**src/rtl/axi_grid_xni_link_arb.sv**
```systemverilog
// Round-robin, packet-locking arbiter for one grid network-interface injection link.
// Multi-beat packets hold the link until their last beat. The output stage is a
// registered valid/ready slot. A beat watchdog cuts off runaway packets and
// raises a sticky error.
module axi_grid_xni_link_arb #(
  parameter int unsigned NUM_REQ   = 4,
  parameter int unsigned FLIT_W    = 64,
  parameter int unsigned MAX_BEATS = 256,
  parameter int unsigned SRC_W     = $clog2(NUM_REQ)
) (
  input  logic                      clk_i,
  input  logic                      srst_i,
  input  logic [NUM_REQ-1:0]        req_valid_i,
  input  logic [NUM_REQ*FLIT_W-1:0] req_flit_i,
  input  logic [NUM_REQ-1:0]        req_last_i,
  output logic [NUM_REQ-1:0]        req_ready_o,
  output logic                      out_valid_o,
  output logic [FLIT_W-1:0]         out_flit_o,
  output logic                      out_last_o,
  output logic [SRC_W-1:0]          out_src_o,
  input  logic                      out_ready_i,
  output logic                      busy_o,
  output logic                      err_o,
  input  logic                      err_clr_i
);

  localparam int unsigned CNT_W = $clog2(MAX_BEATS + 1);

  localparam logic [0:0] ST_IDLE   = 1'b0;
  localparam logic [0:0] ST_LOCKED = 1'b1;

  localparam logic [SRC_W-1:0] LAST_IDX = SRC_W'(NUM_REQ - 1);
  // Beat count at which the next accepted non-last beat is beat MAX_BEATS.
  localparam logic [CNT_W-1:0] WD_CNT   = CNT_W'(MAX_BEATS - 1);

  logic [0:0]        state_q, state_d;
  logic [SRC_W-1:0]  ptr_q, ptr_d;
  logic [SRC_W-1:0]  owner_q, owner_d;
  logic [CNT_W-1:0]  beat_cnt_q, beat_cnt_d;
  logic              err_q, err_d;
  logic              busy_q, busy_d;

  logic              out_valid_q, out_valid_d;
  logic [FLIT_W-1:0] out_flit_q, out_flit_d;
  logic              out_last_q, out_last_d;
  logic [SRC_W-1:0]  out_src_q, out_src_d;

  logic              reg_free;
  logic              grant_found;
  logic [SRC_W-1:0]  grant_idx;
  int unsigned       scan_sum;
  logic [SRC_W-1:0]  scan_idx;

  logic              acc_valid;
  logic [SRC_W-1:0]  acc_idx;
  logic [FLIT_W-1:0] acc_flit;
  logic              acc_last;
  logic              wd_fire;

  function automatic logic [SRC_W-1:0] wrap_inc(input logic [SRC_W-1:0] k);
    return (k == LAST_IDX) ? '0 : k + SRC_W'(1);
  endfunction

  assign reg_free = ~out_valid_q | out_ready_i;

  // Round-robin search: first valid requester at or above ptr, modulo NUM_REQ.
  always_comb begin
    grant_found = 1'b0;
    grant_idx   = '0;
    scan_sum    = 0;
    scan_idx    = '0;
    for (int unsigned i = 0; i < NUM_REQ; i++) begin
      scan_sum = 32'(ptr_q) + i;
      if (scan_sum >= NUM_REQ) begin
        scan_sum = scan_sum - NUM_REQ;
      end
      scan_idx = SRC_W'(scan_sum);
      if (!grant_found && req_valid_i[scan_idx]) begin
        grant_found = 1'b1;
        grant_idx   = scan_idx;
      end
    end
  end

  // Per-requester ready: winner in IDLE, owner only in LOCKED, never while the slot is stalled.
  always_comb begin
    req_ready_o = '0;
    if (!srst_i && reg_free) begin
      if (state_q == ST_IDLE) begin
        if (grant_found) begin
          req_ready_o[grant_idx] = 1'b1;
        end
      end else begin
        req_ready_o[owner_q] = 1'b1;
      end
    end
  end

  assign acc_valid = |(req_valid_i & req_ready_o);
  assign acc_idx   = (state_q == ST_IDLE) ? grant_idx : owner_q;

  // Payload select for the accepted requester.
  always_comb begin
    acc_flit = '0;
    acc_last = 1'b0;
    for (int unsigned k = 0; k < NUM_REQ; k++) begin
      if (acc_idx == SRC_W'(k)) begin
        acc_flit = req_flit_i[k*FLIT_W +: FLIT_W];
        acc_last = req_last_i[k];
      end
    end
  end

  assign wd_fire = acc_valid && (state_q == ST_LOCKED) && (beat_cnt_q == WD_CNT) && !acc_last;

  // Next-state: arbitration FSM, pointer, owner, beat counter, sticky error.
  always_comb begin
    state_d    = state_q;
    ptr_d      = ptr_q;
    owner_d    = owner_q;
    beat_cnt_d = beat_cnt_q;
    err_d      = err_q;
    if (err_clr_i) begin
      err_d = 1'b0;
    end
    if (wd_fire) begin
      err_d = 1'b1;
    end
    if (acc_valid) begin
      if (state_q == ST_IDLE) begin
        if (acc_last) begin
          ptr_d = wrap_inc(grant_idx);
        end else begin
          state_d    = ST_LOCKED;
          owner_d    = grant_idx;
          beat_cnt_d = CNT_W'(1);
        end
      end else begin
        if (acc_last || wd_fire) begin
          state_d    = ST_IDLE;
          ptr_d      = wrap_inc(owner_q);
          beat_cnt_d = '0;
        end else begin
          beat_cnt_d = beat_cnt_q + CNT_W'(1);
        end
      end
    end
  end

  // Next-state: output slot loads on accept, drains when the link takes it.
  always_comb begin
    out_valid_d = out_valid_q;
    out_flit_d  = out_flit_q;
    out_last_d  = out_last_q;
    out_src_d   = out_src_q;
    if (acc_valid) begin
      out_valid_d = 1'b1;
      out_flit_d  = acc_flit;
      out_last_d  = acc_last | wd_fire;
      out_src_d   = acc_idx;
    end else if (out_ready_i) begin
      out_valid_d = 1'b0;
    end
    busy_d = (state_d == ST_LOCKED) | out_valid_d;
  end

  // State and output registers with synchronous reset.
  always_ff @(posedge clk_i) begin
    if (srst_i) begin
      state_q     <= ST_IDLE;
      ptr_q       <= '0;
      owner_q     <= '0;
      beat_cnt_q  <= '0;
      err_q       <= 1'b0;
      busy_q      <= 1'b0;
      out_valid_q <= 1'b0;
      out_flit_q  <= '0;
      out_last_q  <= 1'b0;
      out_src_q   <= '0;
    end else begin
      state_q     <= state_d;
      ptr_q       <= ptr_d;
      owner_q     <= owner_d;
      beat_cnt_q  <= beat_cnt_d;
      err_q       <= err_d;
      busy_q      <= busy_d;
      out_valid_q <= out_valid_d;
      out_flit_q  <= out_flit_d;
      out_last_q  <= out_last_d;
      out_src_q   <= out_src_d;
    end
  end

  assign out_valid_o = out_valid_q;
  assign out_flit_o  = out_flit_q;
  assign out_last_o  = out_last_q;
  assign out_src_o   = out_src_q;
  assign busy_o      = busy_q;
  assign err_o       = err_q;

endmodule

```
**config.mk**
```make
export PLATFORM = sky130hd
export DESIGN_NAME = axi_grid_xni_link_arb
export DESIGN_NICKNAME = d
export VERILOG_FILES = /design/src/rtl/axi_grid_xni_link_arb.sv
export SDC_FILE = /design/constraint.sdc
export NUM_CORES = 1
export LEC_CHECK = 0
export ABC_AREA = 1
export CAP_MARGIN = 20
export CORE_AREA = 2 2 134 136
export CTS_CLUSTER_SIZE = 12
export DETAILED_ROUTE_END_ITERATION = 8
export DIE_AREA = 0 0 136 138
export DONT_BUFFER_PORTS = 1
export PLACE_DENSITY = 0.45
export SYNTH_ARGS = -nofsm -noshare
export SYNTH_HDL_FRONTEND = slang
export SYNTH_SLANG_ARGS = --single-unit
```
**constraint.sdc**
```tcl
create_clock -name clk_i -period 3.05 [get_ports clk_i]
set_clock_uncertainty 0.1 [all_clocks]
set_input_delay 0.4575 -clock clk_i [delete_from_list [all_inputs] [get_ports clk_i]]
set_output_delay 0.4575 -clock clk_i [all_outputs]
set_load 0.03 [all_outputs]
```
==> results of run 1 <==
[metal layers]
| metal | vias to the layer above | global-route usage | part of all wire |
|---|---|---|---|
| met5 | - | 0 | 0 |
| met4 | 0 | 0.0663 | 0.020 |
| met3 | 37 | 0.0484 | 0.087 |
| met2 | 339 | 0.350 | 0.49 |
| met1 | 2791 | 0.270 | 0.40 |
| li1 | 2677 | - | - |
[kinds of logic (layout without fill, tap and decap cells)]
logic type / after synthesis / in the layout / share of synthesized area
and+or+nand+nor: 355 / 355 / 0.314
AOI/OAI and AO/OA: 229 / 229 / 0.256
buffers and inverters: 100 / 83 / 0.0886
DFF: 84 / 84 / 0.315
adders and majority gates: 10 / 10 / 0.0234
xor gates and xnor gates: 2 / 2 / 0.00328
other: 0 / 2 / 0
[final cells by class]
class | instances | area [µm²] | share of cell area
Antenna cell | 2 | 5.00 | 0.000837
Tap cell | 229 | 287 | 0.0479
Timing Repair Buffer | 25 | 289 | 0.0484
Inverter | 42 | 165 | 0.0276
Sequential cell | 84 | 1690 | 0.282
Clock buffer | 11 | 253 | 0.0423
Clock inverter | 5 | 65.1 | 0.0109
Multi-Input combinational cell | 596 | 3230 | 0.540
[through the flow]
| step | worst slack, ns | util | cell area (µm²) | TNS (ns) |
|---|---|---|---|---|
| after global routing | -0.00113 | 0.341 | 5980 | -0.00113 |
| final | 0.127 | 0.341 | 5980 | 0 |
| after global placement | 0.176 | 0.316 | 5550 | 0 |
| after detailed placement | 0.103 | 0.316 | 5550 | 0 |
| after floorplan | 0.381 | - | 5340 | 0 |
| after CTS | 0.0198 | 0.334 | 5860 | 0 |
[layout by cell type (no fill, tap or decap), types with 2 or more instances in the layout]
master	netlist	final
a21oi_1	75	75
o21ai_1	10	10
nand2_4	6	7
nand4_1	5	5
nand2_1	197	194
o21ai_0	85	85
nand3_1	93	92
nand3_2	5	4
ha_1	10	10
nand2_2	15	17
clkbuf_16	0	10
dfxtp_1	84	82
nor3_1	2	2
inv_6	0	3
nor4_1	2	2
inv_2	5	6
buf_6	3	3
nor2_1	23	22
buf_4	12	14
buf_12	0	6
xor2_1	2	2
inv_4	2	3
a41oi_1	50	50
inv_1	35	33
clkbuf_8	0	2
diode_2	0	2
nand2_8	2	2
nand3_4	1	3
a21boi_0	3	3
a21oi_2	5	5
nor2_8	2	2
[flip-flops by register name, summed over array words and instances, names as in the netlist]
register,count
out_src_o,2
err_o,1
out_valid_o,1
beat_cnt_q,9
owner_q,2
out_flit_o,64
busy_o,1
ptr_q,2
state_q,1
out_last_o,1
[worst max-delay path, stage by stage, from the launching register on]
cell      delay (ns)
dfxtp_4         0.39
clkbuf_2        0.15
nand2_2         0.06
nand2_2         0.11
nand2_4         0.07
nand3_1         0.11
nand2_1         0.07
nand2_1         0.10
nand3_4         0.10
inv_1           0.12
ha_1            0.15
nand2_1         0.06
a21boi_0        0.30
buf_4           0.23
[timing repair]
item,in CTS,in global routing
setup buffers,0,4
resized for setup,0,17
setup endpoints to repair,0,88
[path summary, 6_finish.rpt]
check	start	to	cells past startpoint	slack (ns)
max	ptr_q[0]	req_ready_o[1]	13	0.13
min	srst_i	ptr_q[1]	1	0.07
max reg2reg	ptr_q[0]	owner_q[1]	22	0.27
min reg2reg	beat_cnt_q[8]	beat_cnt_q[8]	2	0.37
[where the power goes]
group          switching, µW  internal [µW]
Sequential               818           1460
Combinational           4850           2230
Clock                    498            691
Total                   6160           4380
==> impl_metrics.py, run 1 <==
metrics = {
    "clocking": {
        "numClockSinks": 84,
        "numCtsBuffers": 9,
        "cts_root_buffer": "clkbuf_16",
        "clk_pin_slew_worst_paths_ns": 0.06,
        "ctsHoldBuffers": 0,
        "insertion_delay_ns": 0.34,
        "cts_buffer_depth": 2,
        "htreeDepth": 3,
        "cts_tree": "built",
    },
    "synth": {
        "ys_types": 33,
        "synth.area.top_cells": "dfxtp_1, nand2_1, nand3_1, a41oi_1, o21ai_0",
        "yosysSeqAreaShare": 0.315,
        "synth_ff_type": "dfxtp_1",
        "synthDominantCellAreaShare": 0.315,
        "avgSynthCellArea_um2": 6.85,
        "synth-seq-cells": 84,
        "yosysMostFrequentCell": "nand2_1",
        "yosys_warnings": 0,
        "synth_edf_count": 0,
        "synthCells": 780,
        "synth_common_cells": "nand2_1, nand3_1, o21ai_0, dfxtp_1, a21oi_1",
        "yosysTopAreaCell": "dfxtp_1",
        "ys_async_sr_fraction": 0,
        "syn_nets": 1058,
        "netlist_area_mm2": 0.00534,
    },
    "global_routing": {
        "antenna_found_initial": 2,
        "grtUsageTotal": 0.211,
        "overflow": 0,
        "grt_start_max_net_pins": 72,
        "grt_pass1_vias": 5420,
        "grt_pass1_wl_um": 31000,
    },
    "status": {
        "outcome": "complete, no violations",
    },
    "pwr": {
        "peakVddDrop_mv": 0.735,
        "p_per_area_mw_per_mm2": 1760,
        "p_leak_uw": 0.00231,
        "finalPower_uw": 10500,
    },
    "drt": {
        "drc": 0,
        "via_count": 5844,
        "dr.pass1.iters": 5,
        "vias_per_cell": 5.88,
        "drt-initial-drc-count": 379,
        "wl_um": 20900,
        "ant_nets": 0,
        "routedWlPerCell_um": 21.0,
    },
    "timing": {
        "setup_viol": 0,
        "tightestPinTransition_ns": 0.730,
        "max_freq_mhz": 342,
        "post-route-min-period_ns": 2.92,
        "whs_ns": 0.0675,
        "min_period_over_period": 0.958,
        "slew_headroom": 0.513,
        "finalHoldViolations": 0,
        "slew_violations": 0,
    },
    "floorplanning": {
        "dieArea_mm2": 0.0188,
        "rows": 49,
        "die_w_um": 136,
        "pin_count": 342,
        "core_mm2": 0.0175,
        "fp.dieH_um": 138,
        "initial_utilization": 0.305,
    },
    "setup_path": {
        "critPathRequiredTime_ns": 2.49,
        "crit_arrival_ns": 2.37,
        "crit_type": "reg2out",
        "cp-end-kind": "output port",
        "start_kind": "flip-flop",
        "cp_max_fo": 6,
    },
    "final_layout": {
        "fill_cells": 1876,
        "syn_to_final_growth_pct": 11.9,
        "drive_gt1_frac": 0.126,
        "nets": 1036,
        "instances_no_fill": 994,
    },
    "min_path": {
        "hp-class": "in2reg",
    },
    "job": {
        "max_cap_viol_count": 0,
    },
    "placed_design": {
        "dp_cells": 971,
        "gp_congestion": 0.955,
        "numPortBuffers": 0,
        "dpl.hpwl_um": 15000,
    },
}
Power figures use the tool's default switching activity.
==> run 2: changes to the inputs <==
--- a/config.mk
+++ b/config.mk
@@ -7,12 +7,12 @@
 export LEC_CHECK = 0
 export ABC_AREA = 1
 export CAP_MARGIN = 20
-export CORE_AREA = 2 2 134 136
+export CORE_AREA = 2 2 132 134
 export CTS_CLUSTER_SIZE = 12
 export DETAILED_ROUTE_END_ITERATION = 8
-export DIE_AREA = 0 0 136 138
+export DIE_AREA = 0 0 134 136
 export DONT_BUFFER_PORTS = 1
-export PLACE_DENSITY = 0.45
+export PLACE_DENSITY = 0.47
 export SYNTH_ARGS = -nofsm -noshare
 export SYNTH_HDL_FRONTEND = slang
 export SYNTH_SLANG_ARGS = --single-unit
==> constraint.sdc (replaced) <==
create_clock -name clk_i -period 2.5 [get_ports clk_i]
set_clock_uncertainty 0.1 [all_clocks]
set_input_delay 0.375 -clock clk_i [delete_from_list [all_inputs] [get_ports clk_i]]
set_output_delay 0.375 -clock clk_i [all_outputs]
set_load 0.03 [all_outputs]
==> run 2 against run 1 <==
The flow now finishes with violations (negative setup slack); non-clock buffer count is 49 higher; sequential share of layout area is 6.0 points lower; worst hold slack better by 0.037 ns; critical path depth is 10 higher; wire length is 4.4% higher; register-to-register slack worse by 0.54 ns; core utilization is 11 points higher; die area is 2.9% lower; design area is 27% higher; worst setup slack worse by 0.40 ns; count of clock-buffer cells in the layout is 1 higher; via count is 4.4% higher.
==> impl_metrics.py, run 2 (synthesis gave the netlist of run 1 again) <==
metrics = {
    "timing": {
        "max_freq_mhz": 360,
        "slew_headroom": 0.447,
        "post-route-min-period_ns": 2.77,
        "slew_violations": 0,
        "setup_slack_ns": -0.274,
        "tns_ns": -17.95,
        "tightestPinTransition_ns": 0.829,
        "min_period_over_period": 1.11,
        "rsz0062_at_grt": "true",
        "setup_viol": 87,
        "finalHoldViolations": 0,
    },
    "global_routing": {
        "grt_pass1_wl_um": 31300,
        "overflow": 0,
        "grt_pass1_vias": 5873,
        "grtUsageTotal": 0.218,
        "grt_start_max_net_pins": 72,
        "antenna_found_initial": 0,
    },
    "final_layout": {
        "mostFrequentLayoutCell": "nand2_1",
        "syn_to_final_growth_pct": 42.1,
        "nets": 1085,
        "final_cell_mix": "nand2_1, dfxtp_1, nand3_1",
        "fill_cells": 1687,
        "diodes": 0,
        "drive_gt1_frac": 0.355,
        "largest_reg_flops": 64,
    },
    "setup_path": {
        "crit_path_frequent_cell": "nand2_4",
        "critPathRequiredTime_ns": 2.61,
        "critical_path.top_delay_family": "simple AND/OR/NAND/NOR gates",
        "worst_path_max_delay_cell": "dfxtp_4",
        "crit_type": "reg2reg",
        "cp_max_fo": 8,
        "path_cells": "buf_12, inv_12, nand2_2, nand2_2, nand2_4, nand2_4, nor2_4, nand3_2, nand3_2, nand2_4, inv_6, ha_4, nand2_4, nand2_1, nand3_1, nand2_1, inv_2, nand2_8, inv_8, buf_12, buf_12, a21oi_1, a41oi_1",
        "crit_arrival_ns": 2.88,
        "start_kind": "flip-flop",
        "critPathMaxStageDelay_ns": 0.38,
        "cp-end-kind": "flip-flop",
        "path_buf_inv": 7,
    },
    "clocking": {
        "clk_pin_slew_worst_paths_ns": 0.07,
        "insertion_delay_ns": 0.34,
        "htreeDepth": 3,
        "numCtsBuffers": 9,
        "cts_tree": "built",
        "cts_root_buffer": "clkbuf_16",
        "cts_buffer_depth": 2,
        "numClockSinks": 84,
    },
    "floorplanning": {
        "pin_count": 342,
        "rows": 48,
        "die_w_um": 134,
        "fp.dieH_um": 136,
        "dieArea_mm2": 0.0182,
        "initial_utilization": 0.316,
        "core_mm2": 0.0169,
    },
    "placed_design": {
        "numPortBuffers": 0,
        "gp_congestion": 0.796,
        "dpl.hpwl_um": 14500,
    },
    "drt": {
        "via_count": 6101,
        "wl_met1_um": 8510,
        "routedWlPerCell_um": 21.0,
        "vias_per_cell": 5.88,
        "dr.pass1.iters": 5,
        "wl_um": 21800,
        "ant_nets": 0,
        "met3WireLength_um": 1870,
        "drc": 0,
        "highest_layer": "met4",
        "drt-initial-drc-count": 339,
        "routed-wl-met2_um": 10800,
    },
    "job": {
        "max_cap_viol_count": 0,
    },
    "status": {
        "violations": "negative setup slack",
        "outcome": "finished with violations",
    },
    "min_path": {
        "hp-class": "in2reg",
    },
}
-- run 2: cell count changes in the layout (fill, tap and decap cells not counted), sizes merged --
cell,previous run,this run
inv,45,42
clkinvlp,0,1
dlygate4sd3,0,1
diode,2,0
bufinv,1,2
buf,23,72
-- run 2: final timing paths --
| check | start | end | slack [ns] | cells after the start |
|---|---|---|---|---|
| worst min register to register | beat_cnt_q[8] | beat_cnt_q[8] | 0.37 | 2 |
| worst min-delay path | req_flit_i[244] | out_flit_o[52] | 0.10 | 2 |
| worst max-delay path | ptr_q[0] | out_flit_o[54] | -0.27 | 23 |
| worst max register to register | ptr_q[0] | out_flit_o[54] | -0.27 | 23 |
-- run 2: metrics by stage --
| stage | cells | worst slack [ns] | instance area [µm²] | util | hold slack [ns] |
|---|---|---|---|---|---|
| final | 1037 | -0.274 | 7590 | 0.450 | 0.104 |
| after global routing | 1037 | -0.411 | 7590 | 0.450 | 0.102 |
| after CTS | 1028 | -0.233 | 6890 | 0.408 | 0.0801 |
| after detailed placement | 991 | -0.317 | 5780 | 0.342 | 0.345 |
| after global placement | 991 | -0.195 | 5780 | 0.342 | 0.344 |
| after floorplan | 780 | 0.0131 | 5340 | - | 0.346 |
-- run 2: layout make-up --
class                           instances  area (µm²)  share of cell area
Clock buffer                           12         246              0.0325
Sequential cell                        84        1690               0.222
Multi-Input combinational cell        596        4130               0.544
Clock inverter                          4        72.6             0.00956
Inverter                               42         188              0.0247
Tap cell                              225         282              0.0371
Timing Repair Buffer                   74         987               0.130
-- run 2: timing repair --
action,4_1_cts,5_1_grt
resized for setup,152,113
hold buffers,1,0
pin swaps,35,22
setup buffers,12,9
setup endpoints to repair,88,88
cloned,8,1
endpoints found under the hold margin,11,0
-- run 2: worst register-to-register path: stages, from the launching register on --
cell     delay (ns)
dfxtp_4        0.38
buf_12         0.13
inv_12         0.05
nand2_2        0.06
nand2_2        0.07
nand2_4        0.09
nand2_4        0.06
nor2_4         0.15
nand3_2        0.10
nand3_2        0.10
nand2_4        0.08
inv_6          0.08
ha_4           0.13
nand2_4        0.04
nand2_1        0.05
nand3_1        0.06
nand2_1        0.10
inv_2          0.07
nand2_8        0.12
inv_8          0.07
buf_12         0.15
buf_12         0.15
a21oi_1        0.12
a41oi_1        0.13
-- run 2: per-layer routing --
metal	up-vias	global-route usage
met4	0	0.0839
met1	2898	0.259
li1	2776	-
met2	371	0.372
met3	56	0.0630
met5	-	0
Power of run 2 is left out: the tool's default activity adds up to more than one toggle a clock period on the data nets, which glitch-free logic cannot reach.
